File: src/rtl/hazard_ctrl_pkg.sv
// Shared types and constants for the pipeline sequencing controller.
package pipe_ctrl_pkg;

  localparam int REG_IDX_W = 5;
  localparam int NUM_REGS  = 32;
  localparam logic [REG_IDX_W-1:0] ZERO_REG = '0;

  typedef enum logic [1:0] {
    RUN    = 2'd0,
    FLUSH  = 2'd1,
    DRAIN  = 2'd2,
    HALTED = 2'd3
  } ctrl_state_t;

  // Width of one scoreboard counter able to hold 0..max_inflight.
  function automatic int sb_cnt_w(input int max_inflight);
    return (max_inflight < 1) ? 1 : $clog2(max_inflight + 1);
  endfunction

endpackage

File: src/rtl/hazard_ctrl_if.sv
// Decode/EX/WB sideband seen by the hazard controller and the
// pipeline-register controls it returns.
interface hazard_ctrl_if;
  import pipe_ctrl_pkg::*;

  logic                 id_valid_inst;
  logic                 id_reg_wr;
  logic [REG_IDX_W-1:0] id_dest_idx;
  logic [REG_IDX_W-1:0] id_ra_idx;
  logic [REG_IDX_W-1:0] id_rb_idx;
  logic                 id_uses_ra;
  logic                 id_uses_rb;
  logic                 id_illegal;
  logic                 id_halt;
  logic                 ex_take_branch;
  logic                 wb_valid;
  logic                 wb_reg_wr;
  logic [REG_IDX_W-1:0] wb_dest_idx;

  logic                 if_stall;
  logic                 id_bubble;
  logic                 if_id_flush;
  logic                 halted;
  logic [31:0]          stall_cnt;
  logic [31:0]          flush_cnt;

  // Pipeline side: presents stage information, consumes controls.
  modport master (
    output id_valid_inst, id_reg_wr, id_dest_idx, id_ra_idx, id_rb_idx,
           id_uses_ra, id_uses_rb, id_illegal, id_halt, ex_take_branch,
           wb_valid, wb_reg_wr, wb_dest_idx,
    input  if_stall, id_bubble, if_id_flush, halted, stall_cnt, flush_cnt
  );

  // Controller side.
  modport slave (
    input  id_valid_inst, id_reg_wr, id_dest_idx, id_ra_idx, id_rb_idx,
           id_uses_ra, id_uses_rb, id_illegal, id_halt, ex_take_branch,
           wb_valid, wb_reg_wr, wb_dest_idx,
    output if_stall, id_bubble, if_id_flush, halted, stall_cnt, flush_cnt
  );

endinterface

File: src/rtl/hazard_ctrl_scoreboard.sv
// Per-register count of in-flight writes between ID issue and WB retire,
// with two busy lookups for the decode read ports.
module reg_scoreboard
  import pipe_ctrl_pkg::*;
#(
  parameter int MAX_INFLIGHT = 3,
  parameter int WB_BYPASS    = 1
) (
  input  logic                 clk,
  input  logic                 rst,          // active-low, asynchronous
  input  logic                 issue,
  input  logic [REG_IDX_W-1:0] issue_idx,
  input  logic                 retire,
  input  logic [REG_IDX_W-1:0] retire_idx,
  input  logic [REG_IDX_W-1:0] ra_idx,
  input  logic [REG_IDX_W-1:0] rb_idx,
  output logic                 ra_busy,
  output logic                 rb_busy,
  output logic                 all_clear
);

  localparam int CW = sb_cnt_w(MAX_INFLIGHT);
  localparam logic [CW-1:0] CNT_MAX = CW'(MAX_INFLIGHT);
  localparam logic [CW-1:0] CNT_ONE = CW'(1);

  logic [CW-1:0] cnt     [NUM_REGS];
  logic [CW-1:0] cnt_nxt [NUM_REGS];

  // A register still in flight unless its last write retires right now
  // and the regfile forwards that write.
  function automatic logic busy_f(input logic [CW-1:0] c, input logic hit);
    return (c != '0) && !((WB_BYPASS != 0) && (c == CNT_ONE) && hit);
  endfunction

  // Issue/retire update; simultaneous hit on one register cancels,
  // out-of-range moves saturate instead of wrapping.
  always_comb begin
    for (int r = 0; r < NUM_REGS; r++) begin
      cnt_nxt[r] = cnt[r];
      if (REG_IDX_W'(r) == ZERO_REG) begin
        cnt_nxt[r] = '0;
      end else if (issue && (issue_idx == REG_IDX_W'(r)) &&
                   !(retire && (retire_idx == REG_IDX_W'(r)))) begin
        if (cnt[r] != CNT_MAX) cnt_nxt[r] = cnt[r] + CNT_ONE;
      end else if (retire && (retire_idx == REG_IDX_W'(r)) &&
                   !(issue && (issue_idx == REG_IDX_W'(r)))) begin
        if (cnt[r] != '0) cnt_nxt[r] = cnt[r] - CNT_ONE;
      end
    end
  end

  // Empty once this cycle's retire has been applied.
  always_comb begin
    all_clear = 1'b1;
    for (int r = 0; r < NUM_REGS; r++) begin
      if (cnt_nxt[r] != '0) all_clear = 1'b0;
    end
  end

  assign ra_busy = busy_f(cnt[ra_idx], retire && (retire_idx == ra_idx));
  assign rb_busy = busy_f(cnt[rb_idx], retire && (retire_idx == rb_idx));

  // Counter storage.
  always_ff @(posedge clk or negedge rst) begin
    if (!rst) begin
      for (int r = 0; r < NUM_REGS; r++) cnt[r] <= '0;
    end else begin
      for (int r = 0; r < NUM_REGS; r++) cnt[r] <= cnt_nxt[r];
    end
  end

endmodule

File: src/rtl/hazard_ctrl.sv
// Decode-stage sequencing: RAW stalls, branch squash, halt drain.
module hazard_ctrl
  import pipe_ctrl_pkg::*;
#(
  parameter int MAX_INFLIGHT = 3,
  parameter int BR_PENALTY   = 1,
  parameter int WB_BYPASS    = 1
) (
  input  logic         clk,
  input  logic         rst,          // active-low, asynchronous
  hazard_ctrl_if.slave bus
);

  localparam int FW = (BR_PENALTY < 1) ? 1 : $clog2(BR_PENALTY + 1);

  ctrl_state_t   state, state_nxt;
  logic [FW-1:0] fl_cnt, fl_cnt_nxt;
  logic [31:0]   stall_cnt, flush_cnt;
  logic          stall_inc, flush_inc;
  logic          if_stall, id_bubble, if_id_flush, halted;
  logic          issue, retire, ra_busy, rb_busy, all_clear, hazard;

  function automatic logic [31:0] sat_inc(input logic [31:0] v);
    return (v == 32'hFFFF_FFFF) ? v : v + 32'd1;
  endfunction

  assign issue  = bus.id_valid_inst && bus.id_reg_wr &&
                  (bus.id_dest_idx != ZERO_REG) && !id_bubble;
  assign retire = bus.wb_valid && bus.wb_reg_wr && (bus.wb_dest_idx != ZERO_REG);

  reg_scoreboard #(
    .MAX_INFLIGHT (MAX_INFLIGHT),
    .WB_BYPASS    (WB_BYPASS)
  ) u_sb (
    .clk        (clk),
    .rst        (rst),
    .issue      (issue),
    .issue_idx  (bus.id_dest_idx),
    .retire     (retire),
    .retire_idx (bus.wb_dest_idx),
    .ra_idx     (bus.id_ra_idx),
    .rb_idx     (bus.id_rb_idx),
    .ra_busy    (ra_busy),
    .rb_busy    (rb_busy),
    .all_clear  (all_clear)
  );

  assign hazard = bus.id_valid_inst &&
                  ((bus.id_uses_ra && (bus.id_ra_idx != ZERO_REG) && ra_busy) ||
                   (bus.id_uses_rb && (bus.id_rb_idx != ZERO_REG) && rb_busy));

  // Next state and same-cycle pipeline controls; branch beats halt beats hazard.
  always_comb begin
    state_nxt   = state;
    fl_cnt_nxt  = fl_cnt;
    if_stall    = 1'b0;
    id_bubble   = 1'b0;
    if_id_flush = 1'b0;
    halted      = 1'b0;
    stall_inc   = 1'b0;
    flush_inc   = 1'b0;
    case (state)
      RUN: begin
        if (bus.ex_take_branch) begin
          if_id_flush = 1'b1;
          id_bubble   = 1'b1;
          flush_inc   = 1'b1;
          if (BR_PENALTY > 0) begin
            state_nxt  = FLUSH;
            fl_cnt_nxt = FW'(BR_PENALTY);
          end
        end else if (bus.id_valid_inst && (bus.id_illegal || bus.id_halt)) begin
          if_stall  = 1'b1;
          id_bubble = 1'b1;
          state_nxt = DRAIN;
        end else if (hazard) begin
          if_stall  = 1'b1;
          id_bubble = 1'b1;
          stall_inc = 1'b1;
        end
      end
      FLUSH: begin
        if_id_flush = 1'b1;
        id_bubble   = 1'b1;
        if (fl_cnt <= FW'(1)) begin
          state_nxt  = RUN;
          fl_cnt_nxt = '0;
        end else begin
          fl_cnt_nxt = fl_cnt - FW'(1);
        end
      end
      DRAIN: begin
        if_stall  = 1'b1;
        id_bubble = 1'b1;
        if (all_clear) state_nxt = HALTED;
      end
      HALTED: begin
        halted    = 1'b1;
        if_stall  = 1'b1;
        id_bubble = 1'b1;
      end
      default: state_nxt = RUN;
    endcase
    // Controls read as idle for the whole time reset is held.
    if (!rst) begin
      if_stall    = 1'b0;
      id_bubble   = 1'b0;
      if_id_flush = 1'b0;
      halted      = 1'b0;
      stall_inc   = 1'b0;
      flush_inc   = 1'b0;
    end
  end

  // State, squash down-counter and saturating performance counters.
  always_ff @(posedge clk or negedge rst) begin
    if (!rst) begin
      state     <= RUN;
      fl_cnt    <= '0;
      stall_cnt <= '0;
      flush_cnt <= '0;
    end else begin
      state  <= state_nxt;
      fl_cnt <= fl_cnt_nxt;
      if (stall_inc) stall_cnt <= sat_inc(stall_cnt);
      if (flush_inc) flush_cnt <= sat_inc(flush_cnt);
    end
  end

  assign bus.if_stall    = if_stall;
  assign bus.id_bubble   = id_bubble;
  assign bus.if_id_flush = if_id_flush;
  assign bus.halted      = halted;
  assign bus.stall_cnt   = stall_cnt;
  assign bus.flush_cnt   = flush_cnt;

endmodule

File: src/flat_wrapper.sv
// flat-port wrapper written by rule: the top's interface ports become plain ports
module hazard_ctrl_flat import pipe_ctrl_pkg::*;
#(
  parameter int MAX_INFLIGHT = 3,
  parameter int BR_PENALTY   = 1,
  parameter int WB_BYPASS    = 1
)
  (clk, rst, bus_id_valid_inst, bus_id_reg_wr, bus_id_dest_idx, bus_id_ra_idx, bus_id_rb_idx, bus_id_uses_ra, bus_id_uses_rb, bus_id_illegal, bus_id_halt, bus_ex_take_branch, bus_wb_valid, bus_wb_reg_wr, bus_wb_dest_idx, bus_if_stall, bus_id_bubble, bus_if_id_flush, bus_halted, bus_stall_cnt, bus_flush_cnt);
  hazard_ctrl_if bus_i ();
  input  logic clk;
  input  logic rst;
  input wire logic [$bits(bus_i.id_valid_inst)-1:0] bus_id_valid_inst;
  input wire logic [$bits(bus_i.id_reg_wr)-1:0] bus_id_reg_wr;
  input wire logic [$bits(bus_i.id_dest_idx)-1:0] bus_id_dest_idx;
  input wire logic [$bits(bus_i.id_ra_idx)-1:0] bus_id_ra_idx;
  input wire logic [$bits(bus_i.id_rb_idx)-1:0] bus_id_rb_idx;
  input wire logic [$bits(bus_i.id_uses_ra)-1:0] bus_id_uses_ra;
  input wire logic [$bits(bus_i.id_uses_rb)-1:0] bus_id_uses_rb;
  input wire logic [$bits(bus_i.id_illegal)-1:0] bus_id_illegal;
  input wire logic [$bits(bus_i.id_halt)-1:0] bus_id_halt;
  input wire logic [$bits(bus_i.ex_take_branch)-1:0] bus_ex_take_branch;
  input wire logic [$bits(bus_i.wb_valid)-1:0] bus_wb_valid;
  input wire logic [$bits(bus_i.wb_reg_wr)-1:0] bus_wb_reg_wr;
  input wire logic [$bits(bus_i.wb_dest_idx)-1:0] bus_wb_dest_idx;
  output wire logic [$bits(bus_i.if_stall)-1:0] bus_if_stall;
  output wire logic [$bits(bus_i.id_bubble)-1:0] bus_id_bubble;
  output wire logic [$bits(bus_i.if_id_flush)-1:0] bus_if_id_flush;
  output wire logic [$bits(bus_i.halted)-1:0] bus_halted;
  output wire logic [$bits(bus_i.stall_cnt)-1:0] bus_stall_cnt;
  output wire logic [$bits(bus_i.flush_cnt)-1:0] bus_flush_cnt;
  assign bus_i.id_valid_inst = bus_id_valid_inst;
  assign bus_i.id_reg_wr = bus_id_reg_wr;
  assign bus_i.id_dest_idx = bus_id_dest_idx;
  assign bus_i.id_ra_idx = bus_id_ra_idx;
  assign bus_i.id_rb_idx = bus_id_rb_idx;
  assign bus_i.id_uses_ra = bus_id_uses_ra;
  assign bus_i.id_uses_rb = bus_id_uses_rb;
  assign bus_i.id_illegal = bus_id_illegal;
  assign bus_i.id_halt = bus_id_halt;
  assign bus_i.ex_take_branch = bus_ex_take_branch;
  assign bus_i.wb_valid = bus_wb_valid;
  assign bus_i.wb_reg_wr = bus_wb_reg_wr;
  assign bus_i.wb_dest_idx = bus_wb_dest_idx;
  assign bus_if_stall = bus_i.if_stall;
  assign bus_id_bubble = bus_i.id_bubble;
  assign bus_if_id_flush = bus_i.if_id_flush;
  assign bus_halted = bus_i.halted;
  assign bus_stall_cnt = bus_i.stall_cnt;
  assign bus_flush_cnt = bus_i.flush_cnt;
  hazard_ctrl #(.MAX_INFLIGHT(MAX_INFLIGHT), .BR_PENALTY(BR_PENALTY), .WB_BYPASS(WB_BYPASS)) u_core (.clk(clk), .rst(rst), .bus(bus_i));
endmodule
File: config.mk
export PLATFORM = sky130hd
export DESIGN_NAME = hazard_ctrl_flat
export DESIGN_NICKNAME = d
export VERILOG_FILES = /design/src/rtl/hazard_ctrl_pkg.sv /design/src/rtl/hazard_ctrl_if.sv /design/src/rtl/hazard_ctrl_scoreboard.sv /design/src/rtl/hazard_ctrl.sv /design/src/flat_wrapper.sv
export SDC_FILE = /design/constraint.sdc
export NUM_CORES = 1
export LEC_CHECK = 0
export CAP_MARGIN = 20
export CORE_ASPECT_RATIO = 0.8
export CORE_MARGIN = 4
export CORE_UTILIZATION = 40
export CTS_CLUSTER_SIZE = 16
export DETAILED_ROUTE_END_ITERATION = 10
export DONT_BUFFER_PORTS = 1
export PLACE_DENSITY_LB_ADDON = 0.1
export SLEW_MARGIN = 40
export SYNTH_ARGS = -nofsm -noshare
export SYNTH_HDL_FRONTEND = slang
export SYNTH_SLANG_ARGS = --single-unit
File: constraint.sdc
create_clock -name clk -period 9.7 [get_ports clk]
set_input_delay 0.485 -clock clk [delete_from_list [all_inputs] [get_ports clk]]
set_output_delay 0.485 -clock clk [all_outputs]
set_load 0.1 [all_outputs]
**Word level (Yosys, flattened, before mapping)**

Cells that the tools add are included.

- $lt $le $gt $ge: 3
- Muxes and demuxes: 188
- Reductions and logical operators: 285
- Bitwise gates (word level): 4
- Add/subtract/negate cells: 65
- Eq/ne operators: 106

Operators with widths:

| cell | count |
|---|---|
| two-way mux 2 bit | 132 |
| == test 5 bit (second input constant) | 32 |
| logical AND 1 bit | 141 |
| nonzero test 2 bit | 65 |
| == test 5 x 4 -> 1 bit (second input constant) | 16 |
| zero test 1 bit | 65 |
| adder 32 x 1 -> 32 bit (second input constant) | 2 |
| == test 32 bit (second input constant) | 2 |
| != test 2 bit (second input constant) | 32 |
| adder 2 x 1 -> 2 bit (second input constant) | 31 |
| subtractor 2 x 1 -> 2 bit (second input constant) | 31 |
| two-way mux 1 bit | 49 |
| == test 5 x 3 -> 1 bit (second input constant) | 8 |
| binary-select mux 2 bit (select 5 bit) | 2 |
| == test 5 x 2 -> 1 bit (second input constant) | 4 |
| nonzero test 5 bit | 4 |
| >= comparator 6 bit (second input constant) | 2 |
| NOT 5 -> 6 bit | 2 |
| == test 5 x 1 -> 1 bit (second input constant) | 2 |
| == test 5 bit | 2 |
| one-hot mux 1 bit (2 select lines) | 4 |
| == test 2 x 1 -> 1 bit (second input constant) | 3 |
| one-hot mux 2 bit (3 select lines) | 1 |
| AND reduction 2 bit | 3 |
| other kinds (12) | 16 |

- Logic and storage cells: 686
- Output and inout port bits: 68
- Bits of input ports: 31
- Flip-flop bits (word level): 129

**Longest topological paths before layout**

Gate-level depths: netlist of the first run.

- Depth after elaboration: 57
- Depth in mapped cells: 18

**Cells and area by module**

From an unflattened synthesis of the first run, not the netlist that was laid out.

- Cell total of the unflattened synthesis: 897
- Area, all modules: 8659.6 um^2

Modules (own cells, without submodules):

| module | area an instance (um^2) | sequential area each (um^2) | times used | cells each |
|---|---|---|---|---|
| reg_scoreboard | 5138.7 | 1551.5 | 1 | 560 |
| hazard_ctrl | 3520.9 | 1651.6 | 1 | 337 |

**Least setup slack after synthesis of the first run**

OpenSTA, ideal clock, no wires.

- Path kind: input to output
- Start point: input port bus_id_ra_idx[0]
- End point: output port bus_if_stall
- Path buffers: 3
- Path slack: 4716 ps
- Arrival time: 4499 ps
- Cell stages on the path: 12
- Cells stage by stage: buf_2 > buf_6 > buf_2 > mux2i_1 > o311ai_0 > o211ai_1 > a311o_1 > o211ai_2 > o21ai_0 > nor2_1 > nor3_1 > nor3b_1

- Word-level cells in the longest chain between the ends: 16
- Elaborated cells between the ends (all ways): 21
- Those cells by class: 2 x eq/ne; 8 x mux; 1 x bitwise; 10 x reduce/logical

Ends and longest elaborated chain:

| element | RTL line | source |
|---|---|---|
| start, declared | flat_wrapper.sv:15 | `input wire logic [$bits(bus_i.id_ra_idx)-1:0] bus_id_ra_idx;` |
| NOT 5 -> 6 bit (implied by the code) | hazard_ctrl_scoreboard.sv:60 | `assign ra_busy = busy_f(cnt[ra_idx], retire && (retire_idx == ra_idx));` |
| binary-select mux 2 bit (select 5 bit) | hazard_ctrl_scoreboard.sv:60 |  |
| two-way mux 2 bit (implied by the code) (2 in a row) | hazard_ctrl_scoreboard.sv:60 |  |
| == test 2 x 1 -> 1 bit | hazard_ctrl_scoreboard.sv:32 | `return (c != '0) && !((WB_BYPASS != 0) && (c == CNT_ONE) && hit);` |
| logical AND 1 bit | hazard_ctrl_scoreboard.sv:32 |  |
| zero test 1 bit | hazard_ctrl_scoreboard.sv:32 |  |
| logical AND 1 bit | hazard_ctrl_scoreboard.sv:32 |  |
| logical AND 1 bit (*) | hazard_ctrl.sv:49 | `((bus.id_uses_ra && (bus.id_ra_idx != ZERO_REG) && ra_busy) \|\|` |
| logical OR 1 bit (*) | hazard_ctrl.sv:49 |  |
| logical AND 1 bit (*) | hazard_ctrl.sv:48 | `assign hazard = bus.id_valid_inst &&` |
| two-way mux 1 bit (*) | hazard_ctrl.sv:76 | `end else if (hazard) begin` |
| two-way mux 1 bit (*) | hazard_ctrl.sv:72 | `end else if (bus.id_valid_inst && (bus.id_illegal \|\| bus.id_halt)) begin` |
| two-way mux 1 bit (*) | hazard_ctrl.sv:64 | `if (bus.ex_take_branch) begin` |
| one-hot mux 1 bit (2 select lines) (*) | hazard_ctrl.sv:62 | `case (state)` |
| two-way mux 1 bit (*) | hazard_ctrl.sv:105 | `if (!rst) begin` |
| end, declared | flat_wrapper.sv:25 | `output wire logic [$bits(bus_i.if_stall)-1:0] bus_if_stall;` |

Every way passes the cells marked *; elsewhere a longest branch is shown, timed or not. The select of a mux whose other input is x is not followed.

**Worst setup path after layout of the first run**

- Start point: register u_core.u_sb.cnt[32] in the netlist's numbering
- End point: register u_core.state[0]

- Word-level cells in the longest chain between the ends: 56
- Elaborated cells between the ends (all ways): 283
- Those cells by class: 2 x add/sub; 4 x eq/ne; 106 x mux; 171 x reduce/logical

Ends and longest elaborated chain:

| element | RTL line | source |
|---|---|---|
| start, declared | hazard_ctrl_scoreboard.sv:26 | `logic [CW-1:0] cnt [NUM_REGS];` |
| binary-select mux 2 bit (select 5 bit) (on tied branches) | hazard_ctrl_scoreboard.sv:60, hazard_ctrl_scoreboard.sv:61 |  |
| two-way mux 2 bit (on tied branches) (2 in a row) | hazard_ctrl_scoreboard.sv:60, hazard_ctrl_scoreboard.sv:61 |  |
| == test 2 x 1 -> 1 bit | hazard_ctrl_scoreboard.sv:32 |  |
| logical AND 1 bit | hazard_ctrl_scoreboard.sv:32 |  |
| zero test 1 bit | hazard_ctrl_scoreboard.sv:32 |  |
| logical AND 1 bit | hazard_ctrl_scoreboard.sv:32 |  |
| logical AND 1 bit (on tied branches) | hazard_ctrl.sv:49, hazard_ctrl.sv:50 |  |
| logical OR 1 bit | hazard_ctrl.sv:49 |  |
| (+10 left out) | - |  |
| logical AND 1 bit | hazard_ctrl_scoreboard.sv:45 | `end else if (retire && (retire_idx == REG_IDX_W'(r)) &&` |
| two-way mux 2 bit | hazard_ctrl_scoreboard.sv:45 |  |
| two-way mux 2 bit | hazard_ctrl_scoreboard.sv:42 | `end else if (issue && (issue_idx == REG_IDX_W'(r)) &&` |
| nonzero test 2 bit | hazard_ctrl_scoreboard.sv:56 | `if (cnt_nxt[r] != '0) all_clear = 1'b0;` |
| two-way mux 1 bit (30 in a row) | hazard_ctrl_scoreboard.sv:56 |  |
| two-way mux 1 bit (*) | hazard_ctrl_scoreboard.sv:56 |  |
| != test 2 x 1 -> 1 bit (no source line) (*) | - |  |
| AND reduction 4 bit (no source line) (*) | - |  |
| end signal, assigned | hazard_ctrl.sv:123 | `state <= state_nxt;` |
| end, declared | hazard_ctrl.sv:16 | `ctrl_state_t state, state_nxt;` |

Marked as above.
A chain may end at the register's enable or synchronous reset.

==> flow_summary.json, run 1 <==
{
  "status": "complete, but fails checks",
  "violations": "hold timing",
  "cts_tree": "done",
  "regArea_um2": 3280,
  "area_growth_pct": 11.0,
  "cts-htree-levels": 4,
  "fin_nets": 997,
  "p_int_w": 0.00107,
  "finClkSkew_ns": 0.0136,
  "multi_input_comb_area_um2": 5350,
  "yosysSeqAreaShare": 0.364,
  "worstSetupPathType": "flip-flop to flip-flop",
  "hpwl_um": 21600,
  "globalplace.congestion": 0.929,
  "worstSetupEndpointType": "flip-flop",
  "rsz0062_at_grt": "no",
  "start_kind": "flip-flop",
  "cp_cell_sequence": "mux4_2 -> mux2_2 -> a221o_1 -> nand4b_1 -> o211ai_2 -> o41ai_4 -> buf_4 -> nor4b_1 -> o21ai_0 -> a2111oi_1 -> or4b_1 -> nor4_1 -> a41oi_1 -> mux2i_1",
  "yosys-top-cells-area": "dfrtp_1, mux4_2, xnor2_1, nand2_1, nor2_1",
  "synth_cell_type_count": 86,
  "switching_share": 0.381,
  "synth_nets": 1013,
  "clkPwrFrac": 0.366,
  "cts_root_buf": "clkbuf_16",
  "period_needed_ns": 5.32,
  "finalMaxSlewViolations": 0,
  "clk_path_buf_depth": 2,
  "wl_per_cell_um": 23.8,
  "max_slew_margin": 0.440,
  "hp-class": "input port to asynchronous set/reset pin",
  "cp_top_family": "compound AO/OA/AOI/OAI gates",
  "synth_edf_count": 0,
  "insertion_delay_ns": 0.43,
  "n_antenna_cell": 0,
  "setup_viol": 0,
  "crit_fanout": 25,
  "dr_total_vias": 7833,
  "routed_via_density": 6.29,
  "cp_num_buf_inv": 1,
  "required_ns": 9.99,
  "postLayoutCoreUtil": 0.452,
  "p_comb_frac": 0.203,
  "final_hold_viol_count": 10,
  "powerDensity_nw_per_um2": 177,
  "hold_ws_ns": -0.0529,
  "core_um2": 21600,
  "grt_max_degree": 129,
  "final.period_utilization": 0.549,
  "leakage_nw": 4.00,
  "initial_utilization": 0.407,
  "clk_pin_slew_ns": 0.07,
  "total_power_w": 0.00173,
  "worst_pin_slew_ns": 0.837,
  "async_flop_share": 1.00,
  "cp_slowest_stage_delay_ns": 0.72,
  "setup_tns_ns": 0,
  "route.detailed.drc": 0,
  "portBuffers": 0,
  "first_global_vias": 7142,
  "filler_cell_count": 2071,
  "critical-path-slowest-cell": "a2111oi_1",
  "die_area_um2": 24500,
  "grtUsageTotal": 0.240,
  "power_switching_w": 0.000660,
  "overflow": 0,
  "drt_iter0_drc": 781,
  "layout_commonest_cell": "nand2_1",
  "syn_avg_cell_area_um2": 9.04,
  "die_x_um": 174,
  "cp.arrival_ns": 5.62,
  "synth_top_cell_by_area": "dfrtp_1",
  "first_pass_iters": 5,
  "ios": 99,
  "postCtsSetupBuffers": 0,
  "power_frac_seq": 0.431,
  "cts_buffers": 17,
  "clock_sink_count": 128,
  "antenna_found_initial": 0,
  "ir_drop_uv": 111,
  "synth_area_um2": 8810,
  "yosysWarningCount": 0,
  "drive_gt1_frac": 0.169,
  "synth_top_area_share": 0.364,
  "synth_top_flop_cell": "dfrtp_1",
  "grt_pass1_wl_um": 44900,
  "routed_wl_um": 29700,
  "max_freq_ghz": 0.188,
  "mostFrequentLayoutCells": "nand2_1, nor2_1, dfrtp_2, dfrtp_1, xnor2_1",
  "die_y_um": 141,
  "synth_seq_cells": 128,
  "antenna_left": 0,
  "max-cap-violations": 0,
  "rows": 48,
  "syn_inst": 974
}
-- per-layer routing --
metal	track usage	routed length (µm)
met5	0	0
met4	0.0737	686
met3	0.0952	3570
met2	0.325	11900
met1	0.351	13500
-- timing repair --
action / 4_1_cts / 5_1_grt
gates resized for setup: 0 / 0
hold buffers: 1 / 0
hold endpoints to repair: 128 / 0
-- cell usage after synthesis (all sizes together), types with 6 or more instances --
cell,n
nand2,110
o22a,6
dfrtp,128
ha,8
or4,6
nand2b,7
or2,6
nor2,90
a21oi,39
a21boi,6
nand3b,9
mux2i,23
or3,7
o2111ai,8
a31oi,14
nor2b,16
nand4,34
buf,8
o21ai,30
nor4,13
clkbuf,38
xnor2,51
nor3b,10
mux4,24
nor3,28
a211oi,6
and2,14
mux2,11
o211ai,10
xor2,20
and3,20
inv,31
a21o,9
nand3,38
o22ai,6
-- layout make-up --
type | count | share of cell area
Timing Repair Buffer | 11 | 0.0123
Inverter | 31 | 0.0119
Multi-Input combinational cell | 769 | 0.547
Clock inverter | 15 | 0.0147
Clock buffer | 17 | 0.0435
Tap cell | 275 | 0.0352
Sequential cell | 128 | 0.336
-- flip-flops by register name, indices dropped and copies added (netlist names) --
signal                count
u_core.bus.stall_cnt     32
u_core.state              2
u_core.bus.flush_cnt     32
u_core.u_sb.cnt          62
-- path summary, 6_finish.rpt --
kind / slack (ns) / end / from / depth (start not counted)
max: 4.38 / u_core.state[0]$_DFFE_PN0P_ / u_core.u_sb.cnt[32]$_DFF_PN0_ / 14
min: -0.05 / u_core.u_sb.cnt[30]$_DFF_PN0_ / rst / 1
max reg2reg: 4.38 / u_core.state[0]$_DFFE_PN0P_ / u_core.u_sb.cnt[32]$_DFF_PN0_ / 14
min reg2reg: 0.57 / u_core.u_sb.cnt[34]$_DFF_PN0_ / u_core.u_sb.cnt[34]$_DFF_PN0_ / 1
max in group asynchronous: 9.05 / u_core.bus.stall_cnt[7]$_DFFE_PN0P_ / rst / 1
min in group clk: 0.27 / u_core.state[0]$_DFFE_PN0P_ / bus_ex_take_branch / 2
-- power by group through the flow --
stage | registers [W] | logic [W] | clock network [W]
4_1_cts | 0.000743 | 0.000349 | 0.000648
6_report | 0.000746 | 0.000352 | 0.000635
3_5_place_dp | 0.000753 | 0.000334 | 0
2_1_floorplan | 0.000723 | 0.000269 | 0
3_3_place_gp | 0.000750 | 0.000332 | 0
5_1_grt | 0.000753 | 0.000385 | 0.000673
-- cell families after synthesis --
group / after synthesis / synth area share
buffers and inverters: 77 / 0.0347
multiplexers: 58 / 0.102
AO/OA/AOI/OAI: 199 / 0.165
flip-flops: 128 / 0.364
XOR/XNOR: 71 / 0.0706
adder cells (fa/ha/maj): 8 / 0.0114
AND/OR/NAND/NOR: 433 / 0.254
-- metrics by stage --
stage | cell area (µm²) | hold WS [ns] | cells | setup WS, ns
floorplan | 8810 | 0.189 | 974 | 4.72
global placement | 9070 | 0.199 | 1213 | 4.31
detailed placement | 9180 | 0.201 | 1213 | 4.16
CTS | 9770 | 0.0703 | 1246 | 4.21
global route | 9780 | 0.0818 | 1246 | 4.02
finish | 9780 | -0.0529 | 1246 | 4.38
(Power assumes the default switching activity.)
==> run 2: changes to the inputs <==
==> constraint.sdc (replaced) <==
create_clock -name clk -period 4.8 [get_ports clk]
set_input_delay 0.24 -clock clk [delete_from_list [all_inputs] [get_ports clk]]
set_output_delay 0.24 -clock clk [all_outputs]
set_load 0.1 [all_outputs]
==> flow_summary.json, run 2 (synthesized netlist as in run 1, its figures left out) <==
{
  "status": "finished, final reports clean",
  "initial_utilization": 0.407,
  "period_needed_ns": 4.59,
  "clk_path_buf_depth": 2,
  "start_kind": "flip-flop",
  "hold_ws_ns": 0.0225,
  "cts_root_buf": "clkbuf_16",
  "routed_wl_um": 30100,
  "largest_reg_flops": 62,
  "total_power_w": 0.00376,
  "cts_buffers": 17,
  "critical-path-slowest-cell": "or4b_1",
  "hold_depth": 2,
  "globalplace.congestion": 0.910,
  "portBuffers": 0,
  "r2r_cells": 13,
  "cts_tree": "done",
  "n_antenna_cell": 0,
  "regToRegStartpoint": "u_core.u_sb.cnt[58]$_DFF_PN0_",
  "mostFrequentLayoutCells": "nand2_1, nor2_1, dfrtp_1, dfrtp_2, xnor2_1",
  "grt_max_degree": 129,
  "first_global_vias": 7390,
  "top_register": "u_core.u_sb.cnt",
  "area_growth_pct": 15.4,
  "cp_slowest_stage_delay_ns": 0.53,
  "max_slew_margin": 0.476,
  "overflow": 0,
  "first_pass_iters": 6,
  "core_um2": 21600,
  "drt_iter0_drc": 796,
  "routed_via_density": 6.22,
  "leakage_nw": 4.23,
  "required_ns": 5.09,
  "worst_pin_slew_ns": 0.782,
  "crit_path_frequent_cell": "a221o_1",
  "ir_drop_uv": 218,
  "setup_viol": 0,
  "final.period_utilization": 0.956,
  "antenna_left": 0,
  "worstHoldStart": "bus_ex_take_branch",
  "layout_commonest_cell": "nand2_1",
  "finClkSkew_ns": 0.0119,
  "antenna_found_initial": 0,
  "grt_pass1_wl_um": 46300,
  "wl_per_cell_um": 23.4,
  "reg_top3": "u_core.u_sb.cnt x62, u_core.bus.flush_cnt x32, u_core.bus.stall_cnt x32",
  "die_area_um2": 24500,
  "fin_nets": 1036,
  "timing.rr.end": "u_core.state[1]$_DFFE_PN0P_",
  "clk_pin_slew_ns": 0.06,
  "grtUsageTotal": 0.245,
  "cp_cell_sequence": "mux2_1 -> a221o_1 -> a221o_1 -> nand4b_1 -> o211ai_2 -> o41ai_4 -> nor4b_1 -> o21ai_0 -> a2111oi_2 -> or4b_1 -> nor4_4 -> a41oi_1 -> mux2i_1",
  "powerDensity_nw_per_um2": 369,
  "ios": 99,
  "min_to": "u_core.state[0]$_DFFE_PN0P_",
  "route.detailed.drc": 0,
  "cp.arrival_ns": 4.88,
  "dr_total_vias": 7992,
  "max_freq_ghz": 0.218,
  "insertion_delay_ns": 0.43,
  "rsz0062_at_grt": "no",
  "drive_gt1_frac": 0.196,
  "hp-class": "input port to flip-flop",
  "hpwl_um": 22300,
  "max-cap-violations": 0,
  "rows": 48,
  "worstSetupPathType": "flip-flop to flip-flop",
  "final_hold_viol_count": 0,
  "die_x_um": 174,
  "finalMaxSlewViolations": 0,
  "die_y_um": 141,
  "crit_fanout": 5,
  "worstSetupEndpointType": "flip-flop",
  "reg2reg_slack_ns": 0.21,
  "clock_sink_count": 128,
  "cts-htree-levels": 4
}
run 2: changes by cell type in the layout (fill, tap and decap cells not counted), moves of 2 or more:
cell / previous run / this run
inv_6: 5 / 3
bufinv_16: 0 / 5
buf_4: 9 / 47
inv_8: 4 / 1
dfrtp_1: 64 / 66
dfrtp_2: 64 / 62
run 2: how the worst max path moves through the flow:
stage	start	to
6_report	u_core.u_sb.cnt[58]$_DFF_PN0_	u_core.state[1]$_DFFE_PN0P_
5_1_grt	u_core.u_sb.cnt[33]$_DFF_PN0_	u_core.state[1]$_DFFE_PN0P_
4_1_cts	u_core.u_sb.cnt[49]$_DFF_PN0_	u_core.state[1]$_DFFE_PN0P_
3_5_place_dp	u_core.u_sb.cnt[49]$_DFF_PN0_	u_core.state[0]$_DFFE_PN0P_
3_3_place_gp	u_core.u_sb.cnt[49]$_DFF_PN0_	u_core.state[0]$_DFFE_PN0P_
2_1_floorplan	bus_id_ra_idx[0]	bus_if_stall
run 2: metal layers:
metal | wire (µm) | vias to the layer above | part of all wire | GRT usage
li1 | - | 3683 | - | -
met1 | 14000 | 3927 | 0.46 | 0.366
met2 | 12600 | 347 | 0.42 | 0.346
met3 | 2950 | 35 | 0.098 | 0.0708
met4 | 536 | 0 | 0.018 | 0.0641
met5 | 0 | - | 0 | 0
run 2: per-stage QoR:
stage | utilization | cell area [µm²] | TNS, ns | setup WS [ns] | instances
6_report | 0.470 | 10200 | 0 | 0.212 | 1284
5_1_grt | 0.470 | 10200 | 0 | 0.0417 | 1284
4_1_cts | 0.469 | 10100 | 0 | 0.0885 | 1284
3_5_place_dp | 0.437 | 9450 | -0.0629 | -0.0333 | 1251
3_3_place_gp | 0.433 | 9350 | 0 | 0.0905 | 1251
2_1_floorplan | - | 8810 | 0 | 0.306 | 974
run 2: timing repair:
action / in CTS / in global routing
setup endpoints to repair: 2 / 2
hold endpoints to repair: 128 / 0
gates resized for setup: 1 / 3
buffers inserted: 0 / 0
hold buffers: 2 / 0
run 2: cell type report:
cell class / instances / area (µm²)
clock buffers: 17 / 425
well taps: 275 / 344
repair buffers: 50 / 415
flip-flops and latches: 128 / 3280
clock inverters: 14 / 230
fillers: 2082 / 11500
multi-input cells: 769 / 5360
inverters: 31 / 116
run 2: worst max-delay path: cells and delay by family (launching register included):
| family | cells | cell delay (ns) |
|---|---|---|
| flip-flops | 1 | 0.42 |
| AO/OA/AOI/OAI | 7 | 2.18 |
| AND/OR/NAND/NOR | 4 | 1.32 |
| multiplexers | 2 | 0.54 |
run 2: where the power goes:
part | switching [W] | leakage [nW] | internal, W
logic | 0.000489 | 2.29 | 0.000341
clock network | 0.000551 | 0.316 | 0.000931
registers | 0.000266 | 1.62 | 0.00118
total | 0.00131 | 4.23 | 0.00245
